$ cat src/rtl/dpram_rd_streamer_if.sv
// dpram_rd_streamer_if: command, RAM port B and output stream bundle; STREAMER_STRIDE_EN adds cmd_stride
interface dpram_rd_streamer_if #(
  parameter int DW = 32,
  parameter int AW = 16
);
  logic cmd_valid, cmd_ready;
  logic [AW-1:0] cmd_base;
  logic [AW:0] cmd_len;
`ifdef STREAMER_STRIDE_EN
  logic [AW-1:0] cmd_stride;
`endif
  logic ram_enb;
  logic [AW-1:0] ram_addrb;
  logic [DW-1:0] ram_dob;
  logic m_valid, m_ready, m_last, done, busy;
  logic [DW-1:0] m_data;
`ifdef STREAMER_STRIDE_EN
  modport master (output cmd_valid, cmd_base, cmd_len, cmd_stride, ram_dob, m_ready,
                  input cmd_ready, ram_enb, ram_addrb, m_valid, m_data, m_last, done, busy);
  modport slave (input cmd_valid, cmd_base, cmd_len, cmd_stride, ram_dob, m_ready,
                 output cmd_ready, ram_enb, ram_addrb, m_valid, m_data, m_last, done, busy);
`else
  modport master (output cmd_valid, cmd_base, cmd_len, ram_dob, m_ready,
                  input cmd_ready, ram_enb, ram_addrb, m_valid, m_data, m_last, done, busy);
  modport slave (input cmd_valid, cmd_base, cmd_len, ram_dob, m_ready,
                 output cmd_ready, ram_enb, ram_addrb, m_valid, m_data, m_last, done, busy);
`endif
endinterface

$ cat src/rtl/dpram_rd_streamer.sv
// dpram_rd_streamer: burst reader for RAM port B with read-latency tracking and a skid FIFO; STREAMER_STRIDE_EN adds a per-command stride
module dpram_rd_streamer #(
  parameter int DW = 32,
  parameter int AW = 16,
  parameter int N_DELAY = 1,
  parameter int FIFO_DEPTH = 4
) (
  input logic clk,
  input logic rst,
  dpram_rd_streamer_if.slave bus
);
  localparam int PW = $clog2(FIFO_DEPTH);
  localparam int CW = PW + 1;
  typedef enum logic [1:0] {IDLE, RUN, DRAIN} state_t;
  state_t state, state_n;
  logic [AW-1:0] cur_addr, last_addr, stride;
  logic [AW:0] len, issued;
  logic [N_DELAY-1:0] tok_vld, tok_last;
  logic [DW-1:0] fifo_data [FIFO_DEPTH];
  logic [FIFO_DEPTH-1:0] fifo_last;
  logic [PW-1:0] wp, rp;
  logic [CW-1:0] count, inflight;
  logic zero_done, accept, issue, last_issue, enb, push, pop;

  assign push = tok_vld[N_DELAY-1];
  assign pop = count != '0 && bus.m_ready;
  assign bus.cmd_ready = state == IDLE;
  assign bus.busy = state != IDLE;
  assign bus.ram_enb = enb;
  assign bus.ram_addrb = issue ? cur_addr : last_addr;
  assign bus.m_valid = count != '0;
  assign bus.m_data = fifo_data[rp];
  assign bus.m_last = count != '0 && fifo_last[rp];
  assign bus.done = zero_done || (pop && fifo_last[rp]);

`ifdef STREAMER_STRIDE_EN
  // stride is captured with the command
  always_ff @(posedge clk) if (state == IDLE && bus.cmd_valid) stride <= bus.cmd_stride;
`else
  assign stride = AW'(1);
`endif

  // state register
  always_ff @(posedge clk) state <= rst ? IDLE : state_n;

  // next state, credit-checked issue and RAM enable (held while any token is in flight)
  always_comb begin
    state_n = state;
    inflight = CW'($countones(tok_vld));
    last_issue = issued + (AW+1)'(1) == len;
    accept = state == IDLE && bus.cmd_valid;
    issue = state == RUN && inflight + count < CW'(FIFO_DEPTH);
    enb = issue || (state != IDLE && |tok_vld);
    if (accept) state_n = bus.cmd_len == '0 ? IDLE : RUN;
    if (issue && last_issue) state_n = DRAIN;
    if (state == DRAIN && pop && fifo_last[rp]) state_n = IDLE;
  end

  // command latch, address generation, token pipeline and skid FIFO
  always_ff @(posedge clk) begin
    if (rst) begin
      issued <= '0;
      last_addr <= '0;
      tok_vld <= '0;
      zero_done <= 1'b0;
      wp <= '0;
      rp <= '0;
      count <= '0;
    end else begin
      zero_done <= accept && bus.cmd_len == '0;
      if (accept) begin
        cur_addr <= bus.cmd_base;
        len <= bus.cmd_len;
        issued <= '0;
      end
      if (issue) begin
        cur_addr <= cur_addr + stride;
        last_addr <= cur_addr;
        issued <= issued + (AW+1)'(1);
      end
      if (enb) begin
        tok_vld[0] <= issue;
        tok_last[0] <= last_issue;
        for (int i = 1; i < N_DELAY; i++) begin
          tok_vld[i] <= tok_vld[i-1];
          tok_last[i] <= tok_last[i-1];
        end
      end
      if (push) begin
        fifo_data[wp] <= bus.ram_dob;
        fifo_last[wp] <= tok_last[N_DELAY-1];
        wp <= wp + PW'(1);
      end
      if (pop) rp <= rp + PW'(1);
      count <= count + CW'(push) - CW'(pop);
    end
  end

  // a returning word must never meet a full FIFO
  always_ff @(posedge clk) if (!rst && push) assert (count < CW'(FIFO_DEPTH));
endmodule
$ cat src/flat_wrapper.sv
// flat-port wrapper written by rule: the top's interface ports become plain ports
module dpram_rd_streamer_flat 
#(
  parameter int DW = 32,
  parameter int AW = 16,
  parameter int N_DELAY = 1,
  parameter int FIFO_DEPTH = 4
)
  (clk, rst, bus_cmd_valid, bus_cmd_base, bus_cmd_len, bus_ram_dob, bus_m_ready, bus_cmd_ready, bus_ram_enb, bus_ram_addrb, bus_m_valid, bus_m_data, bus_m_last, bus_done, bus_busy);
  dpram_rd_streamer_if #(.DW(DW), .AW(AW)) bus_i ();
  input logic clk;
  input logic rst;
  input wire logic [$bits(bus_i.cmd_valid)-1:0] bus_cmd_valid;
  input wire logic [$bits(bus_i.cmd_base)-1:0] bus_cmd_base;
  input wire logic [$bits(bus_i.cmd_len)-1:0] bus_cmd_len;
  input wire logic [$bits(bus_i.ram_dob)-1:0] bus_ram_dob;
  input wire logic [$bits(bus_i.m_ready)-1:0] bus_m_ready;
  output wire logic [$bits(bus_i.cmd_ready)-1:0] bus_cmd_ready;
  output wire logic [$bits(bus_i.ram_enb)-1:0] bus_ram_enb;
  output wire logic [$bits(bus_i.ram_addrb)-1:0] bus_ram_addrb;
  output wire logic [$bits(bus_i.m_valid)-1:0] bus_m_valid;
  output wire logic [$bits(bus_i.m_data)-1:0] bus_m_data;
  output wire logic [$bits(bus_i.m_last)-1:0] bus_m_last;
  output wire logic [$bits(bus_i.done)-1:0] bus_done;
  output wire logic [$bits(bus_i.busy)-1:0] bus_busy;
  assign bus_i.cmd_valid = bus_cmd_valid;
  assign bus_i.cmd_base = bus_cmd_base;
  assign bus_i.cmd_len = bus_cmd_len;
  assign bus_i.ram_dob = bus_ram_dob;
  assign bus_i.m_ready = bus_m_ready;
  assign bus_cmd_ready = bus_i.cmd_ready;
  assign bus_ram_enb = bus_i.ram_enb;
  assign bus_ram_addrb = bus_i.ram_addrb;
  assign bus_m_valid = bus_i.m_valid;
  assign bus_m_data = bus_i.m_data;
  assign bus_m_last = bus_i.m_last;
  assign bus_done = bus_i.done;
  assign bus_busy = bus_i.busy;
  dpram_rd_streamer #(.DW(DW), .AW(AW), .N_DELAY(N_DELAY), .FIFO_DEPTH(FIFO_DEPTH)) u_core (.clk(clk), .rst(rst), .bus(bus_i));
endmodule
$ cat config.mk
export PLATFORM = sky130hd
export DESIGN_NAME = dpram_rd_streamer_flat
export DESIGN_NICKNAME = d
export VERILOG_FILES = /design/src/rtl/dpram_rd_streamer_if.sv /design/src/rtl/dpram_rd_streamer.sv /design/src/flat_wrapper.sv
export SDC_FILE = /design/constraint.sdc
export NUM_CORES = 1
export LEC_CHECK = 0
export BUFFER_PORTS_ARGS = -buffer_cell sky130_fd_sc_hd__clkbuf_2
export CAP_MARGIN = 40
export CORE_MARGIN = 10
export CORE_UTILIZATION = 40
export CTS_CLUSTER_DIAMETER = 200
export DETAILED_ROUTE_END_ITERATION = 10
export HOLD_SLACK_MARGIN = 0.03
export SYNTH_ARGS = -nofsm -noshare
export SYNTH_HDL_FRONTEND = slang
export SYNTH_SLANG_ARGS = --single-unit
$ cat constraint.sdc
create_clock -name clk -period 2.5 [get_ports clk]
set_input_delay 0.375 -clock clk [delete_from_list [all_inputs] [get_ports clk]]
set_output_delay 0.375 -clock clk [all_outputs]
set_load 0.005 [all_outputs]
# Word-level counts from Yosys, hierarchy flattened

Memory sizes are Yosys's and may differ from the RTL's. A register that Yosys moved wholly into a read port is not among the register bits.
Index checks and enable logic that the tools add are counted.
Widths: inputs -> output; s select.

Bits in registers: 82
Memory bits (writable): 128
Input port bits: 69
Output and inout port bits: 54
Word-level logic and storage cells: 71
Memories: 1

Memory list:

| name             | words | bits a word | rd ports | clocked after memory_dff | wr ports | RTL line                | text |
|---|---|---|---|---|---|---|---|
| u_core.fifo_data | 4     | 32          | 1        | 1                        | 1        | dpram_rd_streamer.sv:19 | `logic [DW-1:0] fifo_data [FIFO_DEPTH];` |

Add/subtract/negate cells: 6
Magnitude comparators: 4
Eq/ne operators: 3
Mux-type cells: 18
Bitwise operators: 1
Reduce and logical (&&, ||, !) cells: 25

Operator list:

| operator              | number |
|---|---|
| $mux 16               | 3 |
| $mux 17               | 2 |
| $add 17x1->17 const B | 1 |
| $eq 17x17->1          | 1 |
| $logic_not 17->1      | 1 |
| $add 16x1->16 const B | 1 |
| $logic_and 1x1->1     | 11 |
| $mux 2                | 4 |
| $reduce_and 2->1      | 4 |
| $lt 2x3->1 const B    | 2 |
| $mux 1                | 6 |
| $reduce_bool 2->1     | 3 |
| $add 2x1->2 const B   | 2 |
| $bwmux 4              | 1 |
| $add 1x3->3           | 1 |
| $lt 3x3->1 const B    | 1 |
| $reduce_bool 3->1     | 1 |
| $reduce_or 3->1       | 1 |
| $sub 3x1->3           | 1 |
| $bmux 1 s2            | 1 |
| $demux 1 s2           | 1 |
| $eq 2x1->1 const B    | 1 |
| $eq 2x2->1 const B    | 1 |
| $ge 2x1->1 const B    | 1 |
| other kinds (4)       | 5 |

# Depth between registers and ports, before layout

Depth in word-level cells: 5
Depth in mapped cells: 9
Mapped depth without buffers: 8

# Worst setup path after synthesis

No wires, ideal clock.

Path type: reg2reg
Start: reg u_core.tok_vld (netlist: u_core.push)
End: reg u_core.cur_addr[0] (enable)
Library setup time: 0.388 ns
Data arrival time: 2.098 ns
Data required time: 2.112 ns
Slack: 0.014 ns
Stages on the path, launching flop included: 7
Buffers on the path: 0
Clock period less this slack: 2.486 ns
Path through: dfxtp_1 > ha_1 > ha_1 > xor2_1 > nor3b_1 > a21oi_1 > nor2_1

Cells in the longest elaborated chain, start to end: 5

RTL lines:

| item                            | RTL line                | text |
|---|---|---|
| start, declared                 | dpram_rd_streamer.sv:18 | `logic [N_DELAY-1:0] tok_vld, tok_last;` |
| start signal, assigned by index | dpram_rd_streamer.sv:85 | `tok_vld[i] <= tok_vld[i-1];` |
| $add 1x3->3                     | dpram_rd_streamer.sv:52 | `issue = state == RUN && inflight + count < CW'(FIFO_DEPTH);` |
| $lt 3x3->1                      | dpram_rd_streamer.sv:52 |  |
| $logic_and 1x1->1               | dpram_rd_streamer.sv:52 |  |
| $reduce_bool 2->1 (no line)     | --                      |  |
| $reduce_and 2->1 (no line)      | --                      |  |
| end signal, assigned            | dpram_rd_streamer.sv:72 | `cur_addr <= bus.cmd_base;` |
| end signal, assigned            | dpram_rd_streamer.sv:77 | `cur_addr <= cur_addr + stride;` |
| end, declared                   | dpram_rd_streamer.sv:16 | `logic [AW-1:0] cur_addr, last_addr, stride;` |

Every way passes these cells.
A chain may end at the register's enable or synchronous reset.

# Worst setup path in the final report

Start: reg u_core.tok_vld (netlist: u_core.push)
End: out bus_ram_addrb[6]

Cells in the longest elaborated chain, start to end: 4

RTL lines:

| item              | RTL line                | text |
|---|---|---|
| $add 1x3->3       | dpram_rd_streamer.sv:52 |  |
| $lt 3x3->1        | dpram_rd_streamer.sv:52 |  |
| $logic_and 1x1->1 | dpram_rd_streamer.sv:52 |  |
| $mux 16           | dpram_rd_streamer.sv:30 | `assign bus.ram_addrb = issue ? cur_addr : last_addr;` |
| end, declared     | flat_wrapper.sv:20      | `output wire logic [$bits(bus_i.ram_addrb)-1:0] bus_ram_addrb;` |

Every way passes these cells.

==> results.json <==
{
  "row_count": 54,
  "timing.final.hold_violations": 0,
  "max_cap_viol_count": 0,
  "status": "complete, no violations",
  "timing.critical_path.cells": "ha_4 > ha_4 > xor2_4 > nand3b_1 > buf_6 > clkbuf_16 > nand2_1 > nand2_1 > clkbuf_2",
  "critical_path_buf_inv_count": 3,
  "max_slew_margin_pct": 61.6,
  "drt-pass1-iter-count": 4,
  "wire_length_of_the_first_global_routing_pass_um": 32400,
  "finalWeightedCongestion": 0.844,
  "die_area_um2": 28500,
  "setup_total_negative_slack_ps": 0,
  "clock_pin_slew_on_the_worst_setup_and_hold_paths_ps": 60,
  "synthTopCellsByArea": "sky130_fd_sc_hd__edfxtp_1 56%, sky130_fd_sc_hd__dfxtp_1 10%, sky130_fd_sc_hd__mux4_2 8.4%",
  "final.period_utilization_pct": 98.9,
  "use_met2_pct": 22.8,
  "drive_above_1_share_pct": 32.6,
  "remaining_antenna_violation_count": 0,
  "clock_tree_from_tritoncts": "done",
  "initialDrtViolationCount": 376,
  "synth_edf_count": 166,
  "first_global_vias": 6095,
  "fin_total_pwr_w": 0.00945,
  "critPathTopFamily": "buffers and inverters",
  "cellLeakagePower_nw": 4.03,
  "grt_usage_pct": 13.9,
  "coreArea_um2": 21800,
  "timing.final.crit_period_ps": 2470,
  "maxClockFrequency_ghz": 0.405,
  "wire_per_inst_um": 18.7,
  "yosysTopAreaCell": "sky130_fd_sc_hd__edfxtp_1",
  "finish.utilization_pct": 50.6,
  "crit_path_top_delay_cell": "sky130_fd_sc_hd__dfxtp_2",
  "worst_path_largest_cell_delay_ps": 340,
  "drc": 0,
  "final_net_count": 865,
  "synth_cells": 638,
  "dominantRegCellSynth": "sky130_fd_sc_hd__edfxtp_1",
  "synthesis.area_um2": 8850,
  "power_density_nw_per_um2": 856,
  "num_vias": 5753,
  "critical_path.max_fanout": 7,
  "die_height_um": 169,
  "die_w_um": 169,
  "routed_wirelength_um": 20300,
  "layer_carrying_the_most_global_route_usage": "met2",
  "total_cts_buffers": 24,
  "syn-mean-instance-area_um2": 13.9,
  "timing.final.setup_violations": 0,
  "clkLatencyLatePin_ps": 500,
  "hold_path_class": "input pin to flip-flop",
  "yosys_register_bits": 212,
  "io_pins": 123,
  "yosysWarningCount": 0,
  "postSynth.asyncResetShare_pct": 0,
  "yosys.cell_types.count": 46,
  "grt_setup_unrepaired": "true",
  "clock_tree.htree_level_count": 1,
  "final.fill_count": 1889,
  "mappedNetlistNets": 717,
  "timing.critical_path.from_type": "flip-flop",
  "grtUsageMet3_pct": 3.47,
  "clock_skew_ps": 14.0,
  "cp.arrival_ps": 2100,
  "grt_use_met1_pct": 17.9,
  "vdd.ir_drop.worst_mv": 0.487,
  "worstMarginPinSlew_ps": 577,
  "yosysMostFrequentCell": "sky130_fd_sc_hd__edfxtp_1",
  "syn_to_final_growth_pct": 24.7,
  "via_per_inst": 5.30,
  "finalMaxSlewViolations": 0,
  "antenna_violations_before_repair": 0,
  "dp_hpwl_um": 13400,
  "cp.required_ps": 2120,
  "sum_of_overflow_across_all_layers_after_global_routing": 0,
  "num_clock_sinks": 212,
  "synthTopCellsByCount": "166 x sky130_fd_sc_hd__edfxtp_1, 87 x sky130_fd_sc_hd__nand2_1, 46 x sky130_fd_sc_hd__dfxtp_1",
  "grt_max_degree": 49,
  "critical_path_class": "flip-flop to output pin",
  "clock-root-buffer": "sky130_fd_sc_hd__clkbuf_16",
  "synth_top_cell_area_share_pct": 56.3,
  "synth-seq-area-share_pct": 66.8,
  "timing.critical_path.to_type": "output pin",
  "port_buffers": 122,
  "cts_buffer_depth": 3,
  "initial_core_util_pct": 40.5
}
==> kinds of logic after synthesis <==
family	after synthesis	synth area share (%)
buffers and inverters	44	2.18
adders and majority gates	10	1.41
muxes	36	8.74
DFF	212	66.8
xor gates and xnor gates	41	4.06
and+or+nand+nor	214	11.6
AOI/OAI and AO/OA	81	5.26
==> final timing paths <==
kind / from / end / slack (ps) / cells past startpoint
max: u_core.push$_SDFFE_PP0N_ / bus_ram_addrb[6] / 30 / 9
min: bus_cmd_len[11] / u_core.len[11]$_DFFE_PP_ / 60 / 1
max reg2reg: u_core.issued[5]$_SDFFE_PP0N_ / u_core.state[0]$_SDFFE_PP0P_ / 250 / 6
min reg2reg: u_core.last_addr[12]$_SDFF_PP0_ / u_core.last_addr[12]$_SDFF_PP0_ / 470 / 2
==> layout by cell type (no fill, tap or decap), drive strengths merged, types with 2 or more instances in the layout <==
| master | instances |
|---|---|
| and4 | 2 |
| bufinv | 3 |
| nand2 | 87 |
| and2 | 7 |
| nor4 | 11 |
| a31oi | 3 |
| clkbuf | 150 |
| o21ai | 31 |
| a2111oi | 3 |
| a311oi | 2 |
| nand4 | 13 |
| mux4 | 33 |
| a21oi | 32 |
| clkinv | 7 |
| a22oi | 2 |
| buf | 36 |
| edfxtp | 166 |
| xor2 | 23 |
| inv | 10 |
| mux2i | 3 |
| or4 | 2 |
| and3 | 5 |
| ha | 10 |
| or3 | 6 |
| nor2b | 3 |
| xnor2 | 18 |
| nor2 | 42 |
| nor3 | 10 |
| dfxtp | 46 |
| nand3b | 3 |
| clkinvlp | 3 |
| nand3 | 19 |
==> power by group <==
part	leakage, nW	total (W)	switching, W	internal (W)
Combinational	1.76	0.00176	0.000865	0.000891
Clock	0.384	0.00350	0.00134	0.00216
Sequential	1.89	0.00420	0.000175	0.00402
Total	4.03	0.00945	0.00238	0.00708
==> layer usage <==
layer | vias up | wire length, µm
met5 | - | 0
met4 | 0 | 285
met3 | 28 | 1560
met2 | 224 | 9770
met1 | 2810 | 8690
li1 | 2691 | -
==> through the flow <==
stage	hold WS [ps]	setup slack [ps]	std cells	instance area, µm²
floorplan	444	13.8	638	8850
global placement	453	285	1025	9880
detailed placement	459	183	1025	9880
CTS	35.2	23.2	1079	10900
global route	41.2	-83.6	1084	11000
finish	59.6	28.3	1085	11000
==> final cells by class <==
cell class | count | area, µm² | area share [%]
Antenna cell | 1 | 2.50 | 0.0227
Clock buffer | 31 | 658 | 5.96
Clock inverter | 13 | 144 | 1.30
Inverter | 10 | 37.5 | 0.340
Multi-Input combinational cell | 382 | 2890 | 26.1
Sequential cell | 212 | 5910 | 53.6
Tap cell | 280 | 350 | 3.17
Timing Repair Buffer | 156 | 1050 | 9.50
==> repair_timing <==
item / 4_1_cts / 5_1_grt
hold buffers: 0 / 0
setup endpoints to repair: 17 / 20
gates cloned: 4 / 2
hold endpoints to repair: 0 / 0
buffers inserted: 7 / 3
gates resized for setup: 25 / 21
pin swaps: 3 / 2
==> registers in the layout, indices dropped and copies added, names as in the netlist, named ones only <==
| register | flops |
|---|---|
| u_core.len | 17 |
| u_core.issued | 17 |
| u_core.fifo_last | 4 |
| u_core.zero_done | 1 |
| u_core.state | 2 |
| u_core.rp | 2 |
| u_core.wp | 2 |
| u_core.tok_last | 1 |
| u_core.cur_addr | 16 |
| u_core.last_addr | 16 |
| u_core.fifo_data | 128 |
| u_core.count | 3 |
| u_core.push | 1 |
(Power assumes the default switching activity.)
